<file path="src/rtl/led_ctrl_multi_if.sv">
// Configuration port of led_ctrl_multi: one-cycle write strobe towards the controller,
// one-cycle accept/reject pulse back to the writer.
interface led_ctrl_multi_if #(
    parameter int CH_IDX_W = 2,
    parameter int PERIOD_W = 10
);
    logic                cfg_we;
    logic [CH_IDX_W-1:0] cfg_ch;
    logic [1:0]          cfg_mode;
    logic [PERIOD_W-1:0] cfg_val;
    logic                cfg_ack;
    logic                cfg_err;

    modport master (
        output cfg_we,
        output cfg_ch,
        output cfg_mode,
        output cfg_val,
        input  cfg_ack,
        input  cfg_err
    );

    modport slave (
        input  cfg_we,
        input  cfg_ch,
        input  cfg_mode,
        input  cfg_val,
        output cfg_ack,
        output cfg_err
    );
endinterface

</file>
<file path="src/rtl/led_ctrl_multi.sv">
// Multi-channel LED controller: per-channel OFF/ON/BLINK/PWM modes driven by a shared
// millisecond prescaler and a shared free-running PWM counter; all outputs registered.
module led_ctrl_multi #(
    parameter int NUM_CH    = 4,
    parameter int CH_IDX_W  = 2,
    parameter int PRESC_W   = 16,
    parameter int PRESC_DIV = 25000,
    parameter int PERIOD_W  = 10,
    parameter int PWM_W     = 8
) (
    input  logic              fpga_clk_in,
    input  logic              fpga_rst,
    led_ctrl_multi_if.slave   cfg,
    output logic              tick_out,
    output logic [NUM_CH-1:0] led_out
);

    typedef enum logic [1:0] {
        MODE_OFF   = 2'b00,
        MODE_ON    = 2'b01,
        MODE_BLINK = 2'b10,
        MODE_PWM   = 2'b11
    } mode_e;

    localparam logic [PRESC_W-1:0] PRESC_LAST = PRESC_W'(PRESC_DIV - 1);

    logic [PRESC_W-1:0]  presc_cnt;
    logic [PRESC_W-1:0]  presc_cnt_nxt;
    logic                tick;
    logic [PWM_W-1:0]    pwm_cnt;

    mode_e               mode_q   [NUM_CH];
    mode_e               mode_nxt [NUM_CH];
    logic [PERIOD_W-1:0] val_q    [NUM_CH];
    logic [PERIOD_W-1:0] val_nxt  [NUM_CH];
    logic [PERIOD_W-1:0] bcnt_q   [NUM_CH];
    logic [PERIOD_W-1:0] bcnt_nxt [NUM_CH];
    logic [NUM_CH-1:0]   bst_q;
    logic [NUM_CH-1:0]   bst_nxt;
    logic [NUM_CH-1:0]   led_nxt;

    logic                wr_valid;
    logic                wr_invalid;

    // A write to the addressed channel overrides a coincident blink tick on that channel.
    always_comb begin
        tick          = (presc_cnt == PRESC_LAST);
        presc_cnt_nxt = tick ? '0 : presc_cnt + 1'b1;
        wr_valid      = cfg.cfg_we && (int'({1'b0, cfg.cfg_ch}) < NUM_CH);
        wr_invalid    = cfg.cfg_we && !wr_valid;
        bst_nxt       = bst_q;
        led_nxt       = '0;

        for (int i = 0; i < NUM_CH; i++) begin
            mode_nxt[i] = mode_q[i];
            val_nxt[i]  = val_q[i];
            bcnt_nxt[i] = bcnt_q[i];

            case (mode_q[i])
                MODE_ON:    led_nxt[i] = 1'b1;
                MODE_BLINK: led_nxt[i] = bst_q[i];
                MODE_PWM:   led_nxt[i] = (pwm_cnt < val_q[i][PWM_W-1:0]);
                default:    led_nxt[i] = 1'b0;
            endcase

            if (wr_valid && (int'({1'b0, cfg.cfg_ch}) == i)) begin
                mode_nxt[i] = mode_e'(cfg.cfg_mode);
                val_nxt[i]  = cfg.cfg_val;
                bcnt_nxt[i] = '0;
                bst_nxt[i]  = 1'b0;
            end else if ((mode_q[i] == MODE_BLINK) && tick) begin
                if (bcnt_q[i] == val_q[i]) begin
                    bcnt_nxt[i] = '0;
                    bst_nxt[i]  = ~bst_q[i];
                end else begin
                    bcnt_nxt[i] = bcnt_q[i] + 1'b1;
                end
            end
        end
    end

    always_ff @(posedge fpga_clk_in or posedge fpga_rst) begin
        if (fpga_rst) begin
            presc_cnt   <= '0;
            pwm_cnt     <= '0;
            tick_out    <= 1'b0;
            led_out     <= '0;
            bst_q       <= '0;
            cfg.cfg_ack <= 1'b0;
            cfg.cfg_err <= 1'b0;
            for (int i = 0; i < NUM_CH; i++) begin
                mode_q[i] <= MODE_OFF;
                val_q[i]  <= '0;
                bcnt_q[i] <= '0;
            end
        end else begin
            presc_cnt   <= presc_cnt_nxt;
            pwm_cnt     <= pwm_cnt + 1'b1;
            tick_out    <= tick;
            led_out     <= led_nxt;
            bst_q       <= bst_nxt;
            cfg.cfg_ack <= wr_valid;
            cfg.cfg_err <= wr_invalid;
            for (int i = 0; i < NUM_CH; i++) begin
                mode_q[i] <= mode_nxt[i];
                val_q[i]  <= val_nxt[i];
                bcnt_q[i] <= bcnt_nxt[i];
            end
        end
    end

endmodule

</file>
<file path="src/flat_wrapper.sv">
// flat-port wrapper written by rule: the top's interface ports become plain ports
module led_ctrl_multi_flat 
#(
    parameter int NUM_CH    = 4,
    parameter int CH_IDX_W  = 2,
    parameter int PRESC_W   = 16,
    parameter int PRESC_DIV = 25000,
    parameter int PERIOD_W  = 10,
    parameter int PWM_W     = 8
)
  (fpga_clk_in, fpga_rst, tick_out, led_out, cfg_cfg_we, cfg_cfg_ch, cfg_cfg_mode, cfg_cfg_val, cfg_cfg_ack, cfg_cfg_err);
  led_ctrl_multi_if #(.CH_IDX_W(CH_IDX_W), .PERIOD_W(PERIOD_W)) cfg_i ();
  input  logic fpga_clk_in;
  input  logic fpga_rst;
  output logic tick_out;
  output logic [NUM_CH-1:0] led_out;
  input wire logic [$bits(cfg_i.cfg_we)-1:0] cfg_cfg_we;
  input wire logic [$bits(cfg_i.cfg_ch)-1:0] cfg_cfg_ch;
  input wire logic [$bits(cfg_i.cfg_mode)-1:0] cfg_cfg_mode;
  input wire logic [$bits(cfg_i.cfg_val)-1:0] cfg_cfg_val;
  output wire logic [$bits(cfg_i.cfg_ack)-1:0] cfg_cfg_ack;
  output wire logic [$bits(cfg_i.cfg_err)-1:0] cfg_cfg_err;
  assign cfg_i.cfg_we = cfg_cfg_we;
  assign cfg_i.cfg_ch = cfg_cfg_ch;
  assign cfg_i.cfg_mode = cfg_cfg_mode;
  assign cfg_i.cfg_val = cfg_cfg_val;
  assign cfg_cfg_ack = cfg_i.cfg_ack;
  assign cfg_cfg_err = cfg_i.cfg_err;
  led_ctrl_multi #(.NUM_CH(NUM_CH), .CH_IDX_W(CH_IDX_W), .PRESC_W(PRESC_W), .PRESC_DIV(PRESC_DIV), .PERIOD_W(PERIOD_W), .PWM_W(PWM_W)) u_core (.fpga_clk_in(fpga_clk_in), .fpga_rst(fpga_rst), .cfg(cfg_i), .tick_out(tick_out), .led_out(led_out));
endmodule
</file>
<file path="config.mk">
export PLATFORM = sky130hd
export DESIGN_NAME = led_ctrl_multi_flat
export DESIGN_NICKNAME = d
export VERILOG_FILES = /design/src/rtl/led_ctrl_multi_if.sv /design/src/rtl/led_ctrl_multi.sv /design/src/flat_wrapper.sv
export SDC_FILE = /design/constraint.sdc
export NUM_CORES = 1
export LEC_CHECK = 0
export BUFFER_PORTS_ARGS = -buffer_cell sky130_fd_sc_hd__buf_4
export CORE_MARGIN = 10
export CORE_UTILIZATION = 60
export CTS_BUF_LIST = sky130_fd_sc_hd__clkbuf_4 sky130_fd_sc_hd__clkbuf_8
export DETAILED_ROUTE_END_ITERATION = 10
export GPL_ROUTABILITY_DRIVEN = 0
export HOLD_SLACK_MARGIN = 0.1
export PLACE_DENSITY_LB_ADDON = 0.05
export SKIP_LAST_GASP = 1
export SYNTH_ARGS = -nofsm -noshare
export SYNTH_HDL_FRONTEND = slang
export SYNTH_SLANG_ARGS = --single-unit
</file>
<file path="constraint.sdc">
create_clock -name fpga_clk_in -period 4.3 [get_ports fpga_clk_in]
set_input_delay 0 -clock fpga_clk_in [delete_from_list [all_inputs] [get_ports fpga_clk_in]]
set_output_delay 0 -clock fpga_clk_in [all_outputs]
set_load 0.01 [all_outputs]
</file>
* Word level (Yosys, flattened, before mapping) *
Index checks and enable logic that the tools add are counted.

word-level totals
  register bits = 122
  output and inout bits = 7
  input bits = 17
  logic and storage cells = 105

operators by class
  reductions and logical operators = 21
  bitwise operators = 4
  $lt $le $gt $ge = 4
  add/subtract/negate cells = 6
  mux-type cells = 29
  equality and inequality tests = 20

operators with widths
  cell                                                                     number
  10-bit 2-to-1 mux                                                        12
  10-bit by 1-bit adder with 10-bit output, second input constant          4
  10-bit equality test                                                     4
  8-bit < comparator                                                       4
  2-bit equality test, second input constant                               10
  16-bit by 1-bit adder with 16-bit output, second input constant          1
  16-bit by 15-bit equality test with 1-bit output, second input constant  1
  16-bit 2-to-1 mux                                                        1
  2-bit nonzero test                                                       8
  1-bit 2-to-1 mux                                                         12
  1-bit case mux with 3 select lines                                       4
  2-bit by 1-bit equality test with 1-bit output, second input constant    5
  8-bit by 1-bit adder with 8-bit output, second input constant            1
  1-bit logical AND                                                        8
  2-bit AND reduction                                                      4
  1-bit NOT                                                                4
  2-bit zero test                                                          1

* Depth between registers and ports, before layout *
Gate-level depths: netlist of run 1.

  depth after elaboration = 4
  mapped depth = 8
  mapped depth without buffers = 7

* Least setup slack after synthesis of run 1 *
No wires, ideal clock.

  path kind = register to register
  start = register u_core.presc_cnt[0]
  end = register u_core.bst_q[0]
  setup time = 0.125 ns
  data arrival time = 1.766 ns
  buffers on the path = 1
  slack = 2.410 ns
  cell stages (with the launch flop) = 8
  clock period less this slack = 1.890 ns
  data required time = 4.175 ns
  cell sequence = dfrtp_1 ha_1 and4_1 and4_1 buf_6 nand3b_4 nor2_8 mux2_2

on the way
  word-level cells in the longest chain between the ends = 4

ends and longest elaborated chain
  item                                              RTL line               text
  start: declaration                                led_ctrl_multi.sv:27   logic [PRESC_W-1:0] presc_cnt;
  start signal: assignment                          led_ctrl_multi.sv:97   presc_cnt <= presc_cnt_nxt;
  16-bit by 15-bit equality test with 1-bit output  led_ctrl_multi.sv:47   tick = (presc_cnt == PRESC_LAST);
  1-bit logical AND                                 led_ctrl_multi.sv:71   end else if ((mode_q[i] == MODE_BLINK) && tick) begin
  2-bit nonzero test (no line)                      -
  2-bit AND reduction (no line)                     -
  end signal: assignment                            led_ctrl_multi.sv:101  bst_q <= bst_nxt;
  end: declaration                                  led_ctrl_multi.sv:38   logic [NUM_CH-1:0] bst_q;

Every way passes these cells.
A chain may end at the register's enable or synchronous reset.

* Worst setup path after layout of run 1 *
Ends and elaborated chain as after synthesis.

==> flow_summary.toml, run 1 <==
[detailed_routing]
remaining_drc_errors = 0
dr.pass1.iters = 5
num_vias = 5359
drt_iter0_drc = 390
post_drt_wl_per_cell_um = 17.2
ant_nets = 0
vias_per_cell = 5.92
finalWirelength_mm = 15.6

[sta]
final-hold-violation-count = 0
maxSlewHeadroom_pct = 33.4
fin_tns_setup_ns = 0
worst_pin_slew_ns = 0.998
fmax_mhz = 383
period_share_pct = 60.7
finalCriticalPeriod_ns = 2.61
rsz0062_at_grt = "no"
setup_viol = 0
finalClockSkew_ns = 0.0107
slew_violations = 0

[cells_and_area]
ff_latch_area_sq_um = 3050
mostFrequentLayoutCells = "122 x dfrtp_1, 114 x nand2_1, 59 x o21ai_0"
post-route-util_pct = 69.9
multiInputGateArea_sq_um = 3490
layout_commonest_cell = "dfrtp_1"
diodes = 0
syn2layout_area_growth_pct = 12.6
final_nets = 803
drive_gt1_share_pct = 11.2
nFillCells = 856

[synth]
yosysSeqAreaShare_pct = 45.0
async_flop_share_pct = 100
avgSynthCellArea_sq_um = 9.51
synth_nets = 765
ys_ff_latch = 122
synth_cell_types = 51
yosys.area.top_type_share_pct = 45.0
netlist.top_cell.by_area = "dfrtp_1"
synthTopCellsByArea = "dfrtp_1 45%, nand2_1 6.3%, ha_1 6.3%, xor2_1 5.4%, o21ai_0 4.4%"
yosys_warnings = 0
ys.flop_type = "dfrtp_1"
synth_edf_count = 0
netlist_area_sq_um = 6790
synthCells = 714

[clock_network]
cts_setup_buffers = 0
clk_latency_ns = 0.46
cts_tree = "built"
clockBufferDepth = 2
cts_buffers = 17
htreeDepth = 4
cts_resized = 0
cts_root_buf = "clkbuf_8"
clk_pin_slew_worst_paths_ns = 0.07
cts_hold_buf = 18
clock-sinks = 122

[grt]
grt_pass1_vias = 5136
grt_max_degree = 83
grt_first_pass_wirelength_mm = 25.7
gr-total-overflow = 0
antenna_found_initial = 0
grtUsageTotal_pct = 19.9

[flow_run]
drv_cap = 0

[worst_setup_path]
reg2reg_depth = 6
cp-end-kind = "flop"
critPathMaxFanout = 11
arrival_ns = 2.95
worst-r2r-setup-slack_ns = 1.69
r2r_end = "u_core.bst_q[0]"
crit_required_ns = 4.64
crit_path_start_kind = "flop"
critPathKind = "flop to flop"
worstReg2RegStart = "u_core.presc_cnt[0]"

[floorplanning]
die-area_sq_um = 16000
die_y_um = 126
die_x_um = 126
rows = 38
start_util_pct = 62.1
num_io_pins = 24
design.core.area_sq_um = 10900

[pwr]
p_leak_uw = 0.00366
ir_worst_vdd_mv = 0.320
total_power_uw = 2750
power.density_nw_per_um2 = 360

[placement]
hpwl_mm = 10.6
io_buffer_count = 22

[hold_path]
holdPathEnd = "u_core.cfg.cfg_ack"
holdPathStages = 2
hold_class = "primary input to flop"
min_from = "cfg_cfg_we"

[status]
outcome = "finished, final reports clean"
## through the flow
step	hold slack (ns)	area (sq um)	instances	setup slack, ns
floorplan	0.0314	6790	714	1.06
global placement	0.164	7040	855	1.78
detailed placement	0.165	7040	855	1.71
CTS	0.220	7650	905	1.70
global route	0.297	7650	905	1.54
finish	0.274	7650	905	1.69
## routing by layer
metal  wire, um  vias to the layer above  part of all wire (%)  global-route usage, %
met4        321                        0                   2.1                   8.71
met2       7510                      135                    48                   31.9
li1           -                     2579                     -                      -
met5          0                        -                     0                      0
met1       6950                     2618                    45                   25.3
met3        789                       27                   5.1                   4.25
## sequential cells by signal, summed over array words and instances, names as in the netlist
name                cells
u_core.bcnt_q          40
u_core.cfg.cfg_ack      1
u_core.led_out          4
u_core.tick_out         1
u_core.bst_q            4
u_core.pwm_cnt          8
u_core.val_q           40
u_core.presc_cnt       16
u_core.mode_q           8
## worst max-delay path by stage
stage                                   start          endpoint  cells after the start
after floorplan                      fpga_rst  u_core.bcnt_q[0]                      1
after CTS                 u_core.presc_cnt[0]   u_core.bst_q[0]                      6
after detailed placement  u_core.presc_cnt[0]   u_core.bst_q[0]                      6
final                     u_core.presc_cnt[0]   u_core.bst_q[0]                      6
after global routing      u_core.presc_cnt[0]   u_core.bst_q[0]                      6
after global placement    u_core.presc_cnt[0]   u_core.bst_q[0]                      6
## cell type report
class,count,share of cell area [%]
well taps,140,2.29
multi-input cells,533,45.6
flip-flops and latches,122,39.9
inverters,34,1.70
clock inverters,8,1.51
repair buffers,44,4.91
clock buffers,24,4.07
## cell usage after synthesis (18+ instances only)
master,instances
mux2i_1,24
clkbuf_1,18
a21oi_1,18
dfrtp_1,122
nand4_1,23
nor4_1,18
nand2_1,114
o21ai_0,59
xor2_1,42
nor3_1,27
ha_1,34
inv_1,34
nor2_1,30
nand3_1,26
## power breakdown
part	switching (uW)	internal [uW]
Combinational	191	154
Clock	452	649
Sequential	72.4	1230
Total	715	2040
## worst max-delay path, cell delays in order (launching register included)
cell,delay [ns]
dfrtp_1,0.39
ha_1,0.26
and4_1,0.27
and4_1,0.63
nand3b_4,0.34
nor2_8,0.25
mux2_2,0.35
## logic make-up (layout without fill, tap and decap cells)
logic type	after synthesis	after routing	share of synthesized area [%]
compound gates	110	110	9.16
xor+xnor	59	59	7.61
fa+ha+maj	34	34	6.27
buf+inv	59	110	3.74
flops	122	122	45.0
mux	30	30	4.53
other cells	1	1	0.0552
simple gates	299	299	23.6
(Power assumes the default switching activity.)
==> inputs of run 2 (changes only) <==
Settings changed: CORE_UTILIZATION 60 to 58.
Clock period 4.3 ns to 2.25 ns, I/O delays scaled along.
==> flow_summary.toml, run 2 (synthesis gave the netlist of run 1 again) <==
[cells_and_area]
layout_commonest_cell = "dfrtp_1"
syn2layout_area_growth_pct = 13.7
reg_top3 = "u_core.bcnt_q x40, u_core.val_q x40, u_core.presc_cnt x16"
drive_gt1_share_pct = 12.3
final_nets = 812
diodes = 0
mostFrequentLayoutCells = "122 x dfrtp_1, 114 x nand2_1, 59 x o21ai_0"
stdcell_count = 915

[sta]
fmax_mhz = 474
fin_tns_setup_ns = 0
fin_worst_hold_slack_ns = 0.256
finalCriticalPeriod_ns = 2.11
finalClockSkew_ns = 0.0161
setup_viol = 0
period_share_pct = 93.7
worst_pin_slew_ns = 0.959
maxSlewHeadroom_pct = 35.8
slew_violations = 0
rsz0062_at_grt = "no"
final-hold-violation-count = 0

[floorplanning]
rows = 39
die-area_sq_um = 16400
start_util_pct = 59.4
design.core.area_sq_um = 11400
die_y_um = 128
die_x_um = 128
num_io_pins = 24

[hold_path]
hold_class = "primary input to flop"
holdPathStages = 2

[clock_network]
clk_latency_ns = 0.44
clock-sinks = 122
cts_root_buf = "clkbuf_8"
cts_buffers = 17
cts_tree = "built"
cts_setup_buffers = 0
clk_pin_slew_worst_paths_ns = 0.08
clockBufferDepth = 2
htreeDepth = 4

[detailed_routing]
post_drt_wl_per_cell_um = 17.6
ant_nets = 0
dr.pass1.iters = 5
met3_length_um = 757
num_vias = 5416
finalWirelength_mm = 16.1
highest_layer = "met4"
met2_length_mm = 7.62
remaining_drc_errors = 0
drt_iter0_drc = 579
vias_per_cell = 5.92
wl_met1_mm = 7.36

[worst_setup_path]
crit_path_start_kind = "flop"
reg2reg_depth = 6
critPathMaxFanout = 12
crit_required_ns = 2.60
crit_chain = "nor4_4, and4_1, buf_4, nand3b_4, nor2_4, mux2i_1"
arrival_ns = 2.46
critPathSlowestCell = "dfrtp_1"
cp_slowest_stage_delay_ns = 0.46
critPathKind = "flop to flop"
cp-end-kind = "flop"

[placement]
hpwl_mm = 11.1
placedCellCount = 866
io_buffer_count = 22

[grt]
grt_first_pass_wirelength_mm = 26.6
grtUsageTotal_pct = 20.2
antenna_found_initial = 0
grt_pass1_vias = 5261
grt_max_degree = 58
gr-total-overflow = 0

[pwr]
ir_worst_vdd_mv = 0.599
p_leak_uw = 0.00368
total_power_uw = 5150
power.density_nw_per_um2 = 667

[status]
outcome = "finished, final reports clean"

[flow_run]
drv_cap = 0
[run 2: cell count changes in the layout (fill, tap and decap cells not counted), moves of 2 or more]
| cell | before | now |
|---|---|---|
| clkbuf_4 | 3 | 1 |
| clkinvlp_4 | 0 | 3 |
| clkinv_2 | 5 | 3 |
| buf_4 | 26 | 32 |
| buf_12 | 0 | 2 |
[run 2: metal layers]
metal / vias up / global-route usage (%)
met3: 24 / 4.76
met2: 133 / 31.8
li1: 2596 / -
met5: - / 0
met1: 2663 / 26.5
met4: 0 / 6.95
[run 2: cell type report]
cell class,instances,area [sq um]
Clock buffer,23,310
Clock inverter,7,90.1
Fill cell,917,3700
Inverter,34,131
Multi-Input combinational cell,534,3500
Sequential cell,122,3050
Tap cell,143,179
Timing Repair Buffer,52,460
[run 2: what timing repair did]
| action | 4_1_cts | 5_1_grt |
|---|---|---|
| gates resized for setup | 0 | 2 |
| hold endpoints to repair | 87 | 0 |
| hold buffers | 18 | 0 |
| endpoints found under the setup margin | 0 | 8 |
[run 2: worst max-delay path: cells and delay by family (launching register included)]
family	cells	cell delay [ns]
and+or+nand+nor	4	1.12
DFF	1	0.46
buffers and inverters	1	0.22
muxes	1	0.21
[run 2: path summary, 6_finish.rpt]
path                                       from  slack (ns)             endpoint
setup / recovery           u_core.presc_cnt[10]        0.14      u_core.bst_q[2]
hold / removal                       cfg_cfg_we        0.26   u_core.cfg.cfg_ack
setup reg to reg           u_core.presc_cnt[10]        0.14      u_core.bst_q[2]
hold reg to reg             u_core.presc_cnt[0]        0.49  u_core.presc_cnt[0]
max in group asynchronous              fpga_rst        1.24    u_core.led_out[0]
min in group asynchronous              fpga_rst        0.27    u_core.led_out[2]
[run 2: report_power, final]
group / leakage [uW] / internal [uW] / total (uW) / switching (uW)
clock: 0.000203 / 1130 / 1980 / 855
combinational: 0.00189 / 306 / 678 / 371
sequential: 0.00159 / 2350 / 2490 / 137
total: 0.00368 / 3790 / 5150 / 1360
[run 2: stage by stage]
stage	cell area [sq um]	setup slack [ns]	util (%)
after floorplan	6790	0.360	-
after detailed placement	7130	0.0988	62.4
after global placement	7130	0.179	62.4
after CTS	7710	0.0955	67.5
final	7720	0.142	67.6
after global routing	7720	0.00289	67.6
